## src/rtl/vga_scan_ctrl.sv

```systemverilog
// vga_scan_ctrl: raster sequencer for a 160x120 4bpp framebuffer shown on
// 640x480@60 VGA timing with 4x4 pixel replication.
//
// Framebuffer read coordinates come straight from the raster counters. Sync
// and display-enable are registered once, so they line up with the
// framebuffer's registered read data.
//
// Optional feature macro: VGA_VBLANK_IRQ_EN
//   defined   - a pending vblank interrupt flag is set on each visible-frame
//               completion and cleared by i_irqAck (a set wins over an ack).
//   undefined - o_vblankIrq is tied low and i_irqAck is ignored.
module vga_scan_ctrl #(
  parameter int H_VISIBLE = 640,
  parameter int H_FRONT   = 16,
  parameter int H_SYNC    = 96,
  parameter int H_BACK    = 48,
  parameter int V_VISIBLE = 480,
  parameter int V_FRONT   = 10,
  parameter int V_SYNC    = 2,
  parameter int V_BACK    = 33
) (
  input  logic        i_clk,
  input  logic        i_rst,
  input  logic        i_enable,
  input  logic        i_irqAck,
  output logic [7:0]  o_pxlX,
  output logic [7:0]  o_pxlY,
  output logic        o_hsync,
  output logic        o_vsync,
  output logic        o_de,
  output logic [15:0] o_frame,
  output logic        o_vblankIrq
);

  // Raster geometry, folded into 10-bit constants to match the counters.
  localparam int H_TOTAL = H_VISIBLE + H_FRONT + H_SYNC + H_BACK;
  localparam int V_TOTAL = V_VISIBLE + V_FRONT + V_SYNC + V_BACK;

  localparam logic [9:0] H_VIS      = 10'(H_VISIBLE);
  localparam logic [9:0] H_LAST     = 10'(H_TOTAL - 1);
  localparam logic [9:0] HS_FIRST   = 10'(H_VISIBLE + H_FRONT);
  localparam logic [9:0] HS_LAST    = 10'(H_VISIBLE + H_FRONT + H_SYNC - 1);
  localparam logic [9:0] V_VIS      = 10'(V_VISIBLE);
  localparam logic [9:0] V_LAST     = 10'(V_TOTAL - 1);
  localparam logic [9:0] V_VIS_LAST = 10'(V_VISIBLE - 1);
  localparam logic [9:0] VS_FIRST   = 10'(V_VISIBLE + V_FRONT);
  localparam logic [9:0] VS_LAST    = 10'(V_VISIBLE + V_FRONT + V_SYNC - 1);

  typedef enum logic {
    ST_IDLE = 1'b0,
    ST_RUN  = 1'b1
  } state_e;

  state_e      state_q, state_d;
  logic [9:0]  hcnt_q, hcnt_d;
  logic [9:0]  vcnt_q, vcnt_d;

  // Advance strobe: high only on RUN cycles that keep running, so a cycle in
  // which i_enable drops never wraps a line or counts a frame.
  logic        run_adv;
  logic        h_last;
  logic        v_last;
  logic        frame_tick;

  logic        in_run;
  logic        h_vis;
  logic        v_vis;
  logic        hs_raw;
  logic        vs_raw;
  logic        de_raw;

  logic        hsync_q, hsync_d;
  logic        vsync_q, vsync_d;
  logic        de_q,    de_d;
  logic [15:0] frame_q, frame_d;

  assign h_last = (hcnt_q == H_LAST);
  assign v_last = (vcnt_q == V_LAST);

  // State register and raster counters.
  always_ff @(posedge i_clk) begin
    if (i_rst) begin
      state_q <= ST_IDLE;
      hcnt_q  <= '0;
      vcnt_q  <= '0;
    end else begin
      state_q <= state_d;
      hcnt_q  <= hcnt_d;
      vcnt_q  <= vcnt_d;
    end
  end

  // Next state and counter stepping. IDLE forces the counters to zero so a
  // re-enable always starts at the top-left of a frame.
  always_comb begin
    state_d = state_q;
    hcnt_d  = hcnt_q;
    vcnt_d  = vcnt_q;
    run_adv = 1'b0;
    case (state_q)
      ST_IDLE: begin
        hcnt_d = '0;
        vcnt_d = '0;
        if (i_enable) begin
          state_d = ST_RUN;
        end
      end
      ST_RUN: begin
        if (!i_enable) begin
          state_d = ST_IDLE;
          hcnt_d  = '0;
          vcnt_d  = '0;
        end else begin
          run_adv = 1'b1;
          if (h_last) begin
            hcnt_d = '0;
            vcnt_d = v_last ? 10'd0 : vcnt_q + 10'd1;
          end else begin
            hcnt_d = hcnt_q + 10'd1;
          end
        end
      end
    endcase
  end

  // Framebuffer coordinates: divide by 4 for the 4x4 replication and park at
  // zero outside the visible area.
  always_comb begin
    h_vis  = (hcnt_q < H_VIS);
    v_vis  = (vcnt_q < V_VIS);
    o_pxlX = h_vis ? hcnt_q[9:2] : 8'd0;
    o_pxlY = v_vis ? {1'b0, vcnt_q[8:2]} : 8'd0;
  end

  // Raw sync/enable from the current counters; everything inactive in IDLE.
  always_comb begin
    in_run = (state_q == ST_RUN);
    hs_raw = !(in_run && (hcnt_q >= HS_FIRST) && (hcnt_q <= HS_LAST));
    vs_raw = !(in_run && (vcnt_q >= VS_FIRST) && (vcnt_q <= VS_LAST));
    de_raw = in_run && h_vis && v_vis;
  end

  // A visible frame completes when the last visible line wraps.
  assign frame_tick = run_adv && h_last && (vcnt_q == V_VIS_LAST);

  // Next values for the aligned outputs and the frame counter.
  always_comb begin
    hsync_d = hs_raw;
    vsync_d = vs_raw;
    de_d    = de_raw;
    frame_d = frame_tick ? frame_q + 16'd1 : frame_q;
  end

  // One-cycle output alignment register and frame counter.
  always_ff @(posedge i_clk) begin
    if (i_rst) begin
      hsync_q <= 1'b1;
      vsync_q <= 1'b1;
      de_q    <= 1'b0;
      frame_q <= '0;
    end else begin
      hsync_q <= hsync_d;
      vsync_q <= vsync_d;
      de_q    <= de_d;
      frame_q <= frame_d;
    end
  end

  assign o_hsync = hsync_q;
  assign o_vsync = vsync_q;
  assign o_de    = de_q;
  assign o_frame = frame_q;

`ifdef VGA_VBLANK_IRQ_EN
  logic irq_q, irq_d;

  // Pending flag: a new vblank wins over a simultaneous acknowledge. Leaving
  // RUN does not touch it, so a pending event survives a scan-out pause.
  always_comb begin
    irq_d = irq_q;
    if (frame_tick) begin
      irq_d = 1'b1;
    end else if (i_irqAck) begin
      irq_d = 1'b0;
    end
  end

  // Pending vblank flag register.
  always_ff @(posedge i_clk) begin
    if (i_rst) begin
      irq_q <= 1'b0;
    end else begin
      irq_q <= irq_d;
    end
  end

  assign o_vblankIrq = irq_q;
`else
  // No interrupt logic in this build; the acknowledge input is a no-op.
  logic unused_irq_ack;
  assign unused_irq_ack = i_irqAck;
  assign o_vblankIrq    = 1'b0;
`endif

endmodule

```

## config.mk

```make
export PLATFORM = sky130hd
export DESIGN_NAME = vga_scan_ctrl
export DESIGN_NICKNAME = d
export VERILOG_FILES = /design/src/rtl/vga_scan_ctrl.sv
export SDC_FILE = /design/constraint.sdc
export NUM_CORES = 1
export LEC_CHECK = 0
export ABC_AREA = 1
export CORE_UTILIZATION = 57
export CTS_CLUSTER_SIZE = 10
export DETAILED_ROUTE_END_ITERATION = 10
export PLACE_DENSITY = 0.88
export SKIP_LAST_GASP = 1
export SYNTH_ARGS = -nofsm -noshare
export SYNTH_HDL_FRONTEND = slang
export SYNTH_SLANG_ARGS = --single-unit
```

## constraint.sdc

```tcl
create_clock -name i_clk -period 2.5 [get_ports i_clk]
set_clock_uncertainty 0.2 [all_clocks]
set_input_delay 0.5 -clock i_clk [delete_from_list [all_inputs] [get_ports i_clk]]
set_output_delay 0.5 -clock i_clk [all_outputs]
set_load 0.03 [all_outputs]
```

==> key figures, run 1 <==
Global routing
  • Pin count of the biggest net entering global routing: 15
  • GR Overflow Total: 0
  • Vias in the first global route: 2,113
  • Initial antenna violation count: 0
  • GRT Total Usage: 27.0%
  • First-pass GRT wire length: 8980 um

Detailed routing
  • Drt total wl: 5240 um
  • Routed Antenna Nets: 0
  • Pre-Repair DR Iteration Count: 5
  • Initial DRC Count: 210
  • Vias/cell: 5.26
  • Wire per inst: 11.8 um
  • DR vias: 2,332
  • DRC: 0

Floorplan
  • Die X-Extent: 65.3 um
  • Core area: 0.00374 mm^2
  • IO Count: 40
  • Die H: 65.3 um
  • Die area: 0.00427 mm^2
  • Effective utilization at floorplan: 61.1%
  • Std-Cell Rows: 22

STA
  • Fin Hold WS: 0.282 ns
  • Period utilisation layout: 95.0%
  • Endpoints failing hold: 0
  • RSZ-0062 raised after global routing: no
  • Setup TNS: 0 ns
  • Fmax: 421 MHz
  • Number of setup violations in the final report: 0
  • Min Tclk post-route: 2.37 ns
  • Final setup margin: 0.125 ns
  • Slew Limit Fails: 0

Placed design
  • Post-DP HPWL: 3830 um
  • Post-DP Area: 0.00273 mm^2
  • RePlAce Congestion: 0.912
  • Post-Place Cells: 435
  • Dpl ws: 0.168 ns
  • Input/output buffers: 36

Worst setup path
  • CP startpoint kind: register
  • Worst Path Arrival: 1.67 ns
  • Worst endpoint required time: 1.80 ns
  • CP endpoint kind: output pin
  • CP max stage delay: 0.40 ns
  • Top delay family on crit path: buffers and inverters
  • Worst-path cell chain: inv_1, nor3_2, nor2_1, inv_1, nor2_1, dlygate4sd2_1
  • WP buf/inv: 3
  • Worst path slowest cell: dfxtp_1
  • Critical setup path kind: register to output pin
  • CP Max Fanout: 7

Pwr
  • VDD IR-drop max: 0.317 mV
  • Clock Power Share: 43.5%
  • Lkg Pwr: 1.19 nW
  • Net switching power figure: 0.245 mW
  • Overall power: 1.19 mW
  • P_int: 0.945 mW
  • Comb power frac: 2.7%
  • Pwr dens: 421 mW/mm^2
  • Net Sw Frac: 20.6%
  • Share of power burned in registers: 53.8%

Yosys
  • Synth Register Bits: 40
  • Cells after Synth: 348
  • Post-synth ARST share: 0%
  • Syn Area/Cell: 6.57 um^2
  • Cell Area, Synth: 0.00229 mm^2
  • Netlist cell types: 31
  • Synth cell count leaders: 84 x nand2_1, 61 x nor2_1, 50 x inv_1
  • Number of synthesized flops with an enable pin: 0
  • Main synth FF type: dfxtp_1
  • Count leader, synth: nand2_1
  • Largest area contributor in the netlist: dfxtp_1
  • Top post-synthesis cells by area: dfxtp_1 35%, nand2_1 14%, nor2_1 10%
  • Seq/Total Area, Yosys: 35.0%
  • Area share of the largest cell type after synthesis: 35.0%
  • Ys Warns: 0

Clock network
  • Clock sink total: 40
  • CTS hold repair buffers: 0
  • Clk_lat worst skew: 0.29 ns
  • Bufs on Longest Clock Path: 2
  • CTS tree: done
  • H-Tree Depth: 2
  • Clock Root Buffer: clkbuf_8
  • Setup Fix Bufs, Post-CTS: 0
  • TritonCTS Buffers: 5
  • Clk pin slew, worst setup/hold paths: 0.08 ns

Finish
  • Fillers: 307
  • Share of layout cells above drive strength 1: 8.86%
  • Final core occ: 75.6%
  • Antenna cells: 0
  • Finished Layout Cells: 443
  • Final nets: 403
  • Design Area, Final: 0.00283 mm^2
  • P&R area growth vs syn: 23.8%

Run status
  • Status: finished clean

Job
  • Max_cap viols: 0

Min path
  • Hold WC Path Type: register to register
[repair_timing]
action,CTS,global route
endpoints found under the hold margin,0,0
endpoints found under the setup margin,14,6
gates resized for setup,14,1
[layer usage]
layer	global-route usage, %	vias up	routed length [um]
met3	5.73	6	262
met2	44.8	73	2540
met5	0	-	0
li1	-	1184	-
met4	8.97	0	63
met1	34.7	1069	2380
[worst reg2reg max path, cell delays in order (launching register included)]
cell     delay (ns)
dfxtp_1        0.40
ha_1           0.20
nand2_2        0.07
nor2_2         0.15
nand3_2        0.21
nand3_2        0.31
o21ai_0        0.22
nand3_1        0.12
inv_1          0.04
[power groups by stage]
stage / combinational, mW / sequential (mW) / clock [mW]
2_1_floorplan: 0.0223 / 0.656 / 0
3_3_place_gp: 0.0315 / 0.655 / 0
3_5_place_dp: 0.0322 / 0.655 / 0
4_1_cts: 0.0325 / 0.640 / 0.525
5_1_grt: 0.0362 / 0.640 / 0.552
6_report: 0.0326 / 0.640 / 0.518
[flip-flops by register name, summed over array words and instances, names as in the netlist]
register	count
o_hsync	1
hcnt_q	10
in_run	1
o_frame	16
vcnt_q	10
o_de	1
o_vsync	1
[placed cells by master, fill, tap and decap left out, drive strengths merged, types with 3 or more instances in the layout]
cell	Yosys	final
nand2	86	86
nor2	69	69
inv	52	52
dfxtp	40	40
nand3	31	31
clkdlybuf4s50	0	22
a21oi	17	17
dlygate4sd2	0	14
o21ai	13	13
nand4	8	8
buf	4	7
clkbuf	1	6
nor3	6	6
ha	5	5
xor2	4	4
nand3b	3	3
[final cells by class]
type,instances,area (um^2),area share (%)
clock inverter,2,35.0,1.24
clock buffer,6,72.6,2.57
tap,48,60.1,2.12
multi-input combinational,252,1270,44.9
inverter,52,195,6.90
timing repair buffer,43,395,14.0
sequential,40,801,28.3
[cells by family after synthesis]
kind of cell / Yosys count / synth area share [%]
XOR/XNOR: 6 / 2.30
buffers and inverters: 57 / 9.80
adder cells (fa/ha/maj): 5 / 2.74
other: 1 / 0.164
AO/OA/AOI/OAI: 33 / 7.66
flip-flops: 40 / 35.0
AND/OR/NAND/NOR: 206 / 42.3
[worst paths after layout]
| kind | to | slack, ns | cells after the start | from |
|---|---|---|---|---|
| setup / recovery | o_pxlX[4] | 0.13 | 6 | hcnt_q[9] |
| hold / removal | hcnt_q[0] | 0.28 | 1 | hcnt_q[0] |
| hold reg to reg | hcnt_q[0] | 0.28 | 1 | hcnt_q[0] |
| setup reg to reg | vcnt_q[6] | 0.48 | 8 | hcnt_q[0] |
Note: power is estimated with default switching activity, not from simulation.
==> run 2: changes to the inputs <==
Settings changed: SETUP_SLACK_MARGIN set to 0.3.
==> key figures, run 2 (synthesis results as in run 1) <==
Detailed routing
  • Vias/cell: 5.28 (+0.23%)
  • Initial DRC Count: 250 (+19%)
  • Wire per inst: 12.4 um (+4.6%)
  • Pre-Repair DR Iteration Count: 4 (-1)
  • Drt total wl: 5510 um (+5.0%)
  • DR vias: 2,348 (+0.69%)
  • Routed Antenna Nets: 0 (unchanged)
  • DRC: 0 (unchanged)

Finish
  • P&R area growth vs syn: 24.0%
  • Antenna cells: 0 (unchanged)
  • Most frequent cells in the layout: 82 x nand2_1, 61 x nor2_1, 49 x inv_1
  • Final core occ: 75.7% (+0.13 points)
  • Largest register FFs: 16 (unchanged)
  • Final nets: 405 (+0.50%)
  • Fillers: 304 (-0.98%)
  • Most common cell after layout, fill and taps aside: nand2_1
  • Share of layout cells above drive strength 1: 14.4% (+5.5 points)

Worst setup path
  • R2r endpoint: vcnt_q[6]
  • Reg2reg setup slack: 0.49 ns (about the same)
  • CP Max Fanout: 7 (unchanged)
  • Worst endpoint required time: 1.80 ns (about the same)
  • CP max stage delay: 0.36 ns (-0.04 ns)
  • RR Startpoint: hcnt_q[0]
  • Worst-path cell chain: nand2_2, o21ai_2, buf_6, nor2_1, clkdlybuf4s18_2
  • Reg2reg path depth: 8 (unchanged)
  • Worst path slowest cell: dfxtp_1
  • CP startpoint kind: register
  • Worst Path Arrival: 1.43 ns (-0.24 ns)
  • CP endpoint kind: output pin
  • Critical setup path kind: register to output pin

Clock network
  • Clk pin slew, worst setup/hold paths: 0.07 ns (about the same)
  • Clock Root Buffer: clkbuf_8
  • CTS tree: done
  • Bufs on Longest Clock Path: 2 (unchanged)
  • Clk_lat worst skew: 0.30 ns (about the same)
  • TritonCTS Buffers: 5 (unchanged)
  • H-Tree Depth: 2 (unchanged)
  • Clock sink total: 40 (unchanged)

Placed design
  • RePlAce Congestion: 0.912 (unchanged)
  • Input/output buffers: 36 (unchanged)
  • Post-DP HPWL: 3830 um (unchanged)

Pwr
  • VDD IR-drop max: 0.317 mV (about the same)
  • Lkg Pwr: 1.20 nW (+0.90%)
  • Pwr dens: 421 mW/mm^2 (+0.16%)

Floorplan
  • Std-Cell Rows: 22 (unchanged)
  • Effective utilization at floorplan: 61.1% (unchanged)
  • IO Count: 40 (unchanged)
  • Core area: 0.00374 mm^2 (unchanged)
  • Die X-Extent: 65.3 um (unchanged)
  • Die area: 0.00427 mm^2 (unchanged)
  • Die H: 65.3 um (unchanged)

Global routing
  • GRT Total Usage: 27.6% (+0.52 points)
  • First-pass GRT wire length: 9160 um (+1.9%)
  • GR Overflow Total: 0 (unchanged)
  • Vias in the first global route: 2,138 (+1.2%)
  • Initial antenna violation count: 0 (unchanged)
  • Pin count of the biggest net entering global routing: 15 (unchanged)

STA
  • Fmax: 469 MHz (+11%)
  • Period utilisation layout: 85.3% (-9.7 points)
  • RSZ-0062 raised after global routing: no
  • Number of setup violations in the final report: 0 (unchanged)
  • Endpoints failing hold: 0 (unchanged)
  • Min Tclk post-route: 2.13 ns (-0.241 ns)
  • Setup TNS: 0 ns (unchanged)
  • Slew Limit Fails: 0 (unchanged)

Job
  • Max_cap viols: 0 (unchanged)

Min path
  • Hold Crit Start: hcnt_q[0]
  • Hold WC Path Type: register to register
  • Hold EP: hcnt_q[0]
  • WHS Path Cells: 1 (unchanged)

Run status
  • Status: finished clean
[run 2: cell types whose count changed in the layout (fill, tap and decap cells not counted), moves of 3 or more]
cell	before	now
buf_2	0	8
clkdlybuf4s15_2	0	3
clkdlybuf4s50_1	22	19
dlygate4sd2_1	14	1
[run 2: layer usage]
| metal | global-route usage (%) | up-vias | wire, um |
|---|---|---|---|
| met1 | 35.1 | 1070 | 2390 |
| met3 | 5.90 | 9 | 338 |
| li1 | - | 1190 | - |
| met4 | 8.97 | 0 | 64 |
| met2 | 46.0 | 79 | 2720 |
| met5 | 0 | - | 0 |
[run 2: through the flow]
stage	total power, mW	cells	setup WS [ns]	hold slack (ns)	area, um^2
finish	1.19	445	0.367	0.282	2830
global route	1.23	445	0.301	0.314	2830
CTS	1.20	443	0.218	0.284	2860
detailed placement	0.687	435	0.168	0.268	2730
global placement	0.686	435	0.201	0.254	2730
floorplan	0.678	349	0.662	0.241	2290
[run 2: how the worst max path moves through the flow]
stage / from / endpoint / depth (start not counted)
final: vcnt_q[8] / o_pxlY[1] / 5
after global routing: hcnt_q[8] / o_pxlX[4] / 5
after CTS: hcnt_q[8] / o_pxlX[4] / 5
after detailed placement: hcnt_q[9] / o_pxlX[4] / 6
after global placement: hcnt_q[9] / o_pxlX[4] / 6
after floorplan: vcnt_q[5] / o_pxlY[0] / 3
[run 2: what timing repair did]
| item | 4_1_cts | 5_1_grt |
|---|---|---|
| endpoints found under the setup margin | 15 | 16 |
| pin swaps | 1 | 2 |
| endpoints found under the hold margin | 0 | 0 |
| hold buffers | 0 | 0 |
| gates resized for setup | 46 | 24 |
| buffers inserted | 0 | 2 |
[run 2: critical path: cells and delay by family (launching register included)]
| kind | cells | cell delay, ns |
|---|---|---|
| flip-flops | 1 | 0.36 |
| AO/OA/AOI/OAI | 1 | 0.20 |
| AND/OR/NAND/NOR | 2 | 0.15 |
| buffers and inverters | 2 | 0.43 |
[run 2: layout make-up]
type                            count  area [um^2]  share of cell area, %
Clock inverter                      2         35.0                   1.24
Inverter                           52          195                   6.89
Tap cell                           48         60.1                   2.12
Multi-Input combinational cell    252         1280                   45.1
Clock buffer                        6         72.6                   2.56
Timing Repair Buffer               45          389                   13.7
Sequential cell                    40          803                   28.3
[run 2: report_power, final]
group	internal (mW)	total (mW)	switching [mW]	leakage, nW
sequential	0.639	0.640	0.00138	0.324
combinational	0.00990	0.0329	0.0230	0.821
clock	0.296	0.521	0.225	0.0552
==> run 3: changes to the inputs <==
Settings changed: ABC_AREA 1 to not set, CORE_MARGIN set to 8, CORE_UTILIZATION 57 to 55, PLACE_DENSITY 0.88 to 0.87.
==> key figures, run 3 <==
STA
  • Final setup margin: 0.186 ns (-0.180 ns)
  • Slew HR: 62.2%
  • Endpoints failing hold: 0 (unchanged)
  • RSZ-0062 raised after global routing: yes
  • Slew Limit Fails: 0 (unchanged)
  • Setup TNS: 0 ns (unchanged)
  • Number of setup violations in the final report: 0 (unchanged)
  • Fin Hold WS: 0.318 ns (+0.0360 ns)
  • Fmax: 432 MHz (-7.8%)
  • Period utilisation layout: 92.6% (+7.2 points)
  • Min Tclk post-route: 2.31 ns (+0.180 ns)
  • Worst-margin pin slew: 0.566 ns

Finish
  • P&R area growth vs syn: 38.3%
  • Final core occ: 78.3% (+2.6 points)
  • Final nets: 316 (-22%)
  • Share of layout cells above drive strength 1: 26.0% (+12 points)
  • Fillers: 253 (-17%)
  • Largest register FFs: 16 (unchanged)
  • Most frequent cells in the layout: 29 x nor2_1, 27 x dfxtp_1, 20 x buf_4
  • Multi-input gate area: 0.00136 mm^2 (+6.3%)
  • Antenna cells: 0 (unchanged)
  • Most common cell after layout, fill and taps aside: nor2_1
  • Finished Layout Cells: 356 (-20%)
  • Reg area: 832 um^2 (+3.6%)
  • Design Area, Final: 0.00285 mm^2 (+0.44%)

Floorplan
  • Effective utilization at floorplan: 56.6% (-4.4 points)
  • Die area: 0.00596 mm^2 (+40%)
  • Die H: 77.2 um (+18%)
  • Die X-Extent: 77.2 um (+18%)
  • IO Count: 40 (unchanged)
  • Core area: 0.00363 mm^2 (-2.9%)
  • Std-Cell Rows: 22 (unchanged)

Worst setup path
  • Reg2reg path depth: 5 (-3)
  • CP endpoint kind: register
  • CP Launch Point: vcnt_q[9]
  • Worst endpoint required time: 2.55 ns (+0.75 ns)
  • RR Startpoint: vcnt_q[9]
  • Worst Path Arrival: 2.36 ns (+0.93 ns)
  • Critical setup path kind: register to register
  • CP Max Fanout: 4 (-3)
  • CP startpoint kind: register

Clock network
  • Clock Root Buffer: clkbuf_8
  • H-Tree Depth: 2 (unchanged)
  • Clock sink total: 40 (unchanged)
  • Clk_lat worst skew: 0.30 ns (about the same)
  • Clk pin slew, worst setup/hold paths: 0.08 ns (about the same)
  • CTS tree: done
  • Bufs on Longest Clock Path: 2 (unchanged)
  • TritonCTS Buffers: 5 (unchanged)

Yosys
  • Area share of the largest cell type after synthesis: 38.9% (+3.9 points)
  • Count leader, synth: dfxtp_1
  • Top post-synthesis cells by area: dfxtp_1 39%, nor2_1 5.3%, xnor2_1 5.1%
  • Compound-cell area share of the yosys netlist: 7.42% (-0.25 points)
  • Simple-gate share of the synthesized area: 38.0% (-4.3 points)
  • Mux contribution to synthesized area: 1.09% (+1.1 points)
  • Main synth FF type: dfxtp_1
  • Syn Area/Cell: 8.20 um^2 (+25%)
  • Netlist cell types: 39 (+26%)
  • XOR/XNOR share of the synthesized area: 7.66% (+5.4 points)
  • Seq/Total Area, Yosys: 38.9% (+3.9 points)
  • Cell Area, Synth: 0.00206 mm^2 (-10%)
  • Main combinational cell family by area after synthesis: simple AND/OR/NAND/NOR gates
  • Cells after Synth: 251 (-28%)
  • Number of synthesized flops with an enable pin: 0 (unchanged)
  • Largest area contributor in the netlist: dfxtp_1
  • Post-synth ARST share: 0% (unchanged)
  • Ys Warns: 0 (unchanged)
  • Synth cell count leaders: 40 x dfxtp_1, 29 x nor2_1, 16 x nand3_1
  • Synth Register Bits: 40 (unchanged)
  • Post-Synth Adder-Cell Area: 3.04% (+0.30 points)

Global routing
  • Vias in the first global route: 1,940 (-9.3%)
  • Pin count of the biggest net entering global routing: 26 (+11)
  • Met3 demand-to-capacity share in global routing: 5.01% (-0.89 points)
  • Met1 usage: 20.0% (-15 points)
  • GRT Total Usage: 17.8% (-9.8 points)
  • Grt met2 use: 30.4% (-16 points)
  • Initial antenna violation count: 0 (unchanged)
  • First-pass GRT wire length: 9040 um (-1.3%)
  • GR Overflow Total: 0 (unchanged)
  • Global routing's busiest layer: met2

Pwr
  • VDD IR-drop max: 0.287 mV (-9.6%)
  • Overall power: 1.10 mW (-8.2%)
  • Pwr dens: 385 mW/mm^2 (-8.6%)
  • Lkg Pwr: 1.12 nW (-6.4%)

Detailed routing
  • Routed Antenna Nets: 0 (unchanged)
  • Wire per inst: 16.5 um (+33%)
  • Initial DRC Count: 119 (-52%)
  • DRC: 0 (unchanged)
  • Vias/cell: 5.76 (+9.1%)
  • Pre-Repair DR Iteration Count: 4 (unchanged)
  • DR vias: 2,050 (-13%)
  • Drt total wl: 5870 um (+6.5%)

Placed design
  • Dpl ws: -0.401 ns (-0.568 ns)
  • Post-Place Cells: 338 (-22%)
  • RePlAce Congestion: 0.881 (-3.4%)
  • Post-DP Area: 0.00257 mm^2 (-5.9%)
  • Post-DP HPWL: 3610 um (-5.6%)
  • Input/output buffers: 36 (unchanged)

Job
  • Max_cap viols: 0 (unchanged)

Min path
  • Hold Crit Start: o_frame[1]
  • WHS Path Cells: 2 (+1)
  • Hold WC Path Type: register to register

Run status
  • Status: finished clean
==> run 3: path summary, 6_finish.rpt <==
path	slack, ns	to
setup reg to reg	0.19	o_frame[13]
hold reg to reg	0.32	o_frame[1]
hold / removal	0.32	o_frame[1]
setup / recovery	0.19	o_frame[13]
==> run 3: layout make-up <==
type / instances / area share, %
multi-input combinational: 194 / 47.7
sequential: 40 / 29.2
timing repair buffer: 58 / 16.9
clock buffer: 6 / 2.55
tap: 48 / 2.11
inverter: 8 / 1.05
clock inverter: 2 / 0.396
==> run 3: routing by layer <==
| metal | routed length, um | vias up |
|---|---|---|
| li1 | - | 984 |
| met1 | 2400 | 988 |
| met2 | 3050 | 64 |
| met3 | 300 | 14 |
| met4 | 119 | 0 |
| met5 | 0 | - |
==> run 3: timing repair <==
item / CTS / global route
resized for setup: 48 / 46
endpoints found under the setup margin: 33 / 30
hold buffers: 0 / 0
setup buffers: 7 / 3
pin swaps: 3 / 9
==> run 3: worst max-delay path: stages (launching register included) <==
cell and delay (ns):
dfxtp_4 0.35, and4bb_1 0.27, or4b_4 0.48, or4_4 0.52, or3_4 0.34, a21oi_2 0.11
==> run 3: cells by family after synthesis <==
logic type,count (synthesis)
adders and majority gates,5
buffers and inverters,18
muxes,2
AOI/OAI and AO/OA,28
other,1
and+or+nand+nor,139
DFF,40
xor gates and xnor gates,18
==> run 3: power by group <==
part           total [mW]  internal [mW]  leakage (nW)  switching [mW]
sequential          0.634          0.632         0.331         0.00224
clock               0.433          0.196        0.0455           0.237
combinational      0.0286        0.00972         0.746          0.0189
total                1.10          0.838          1.12           0.258
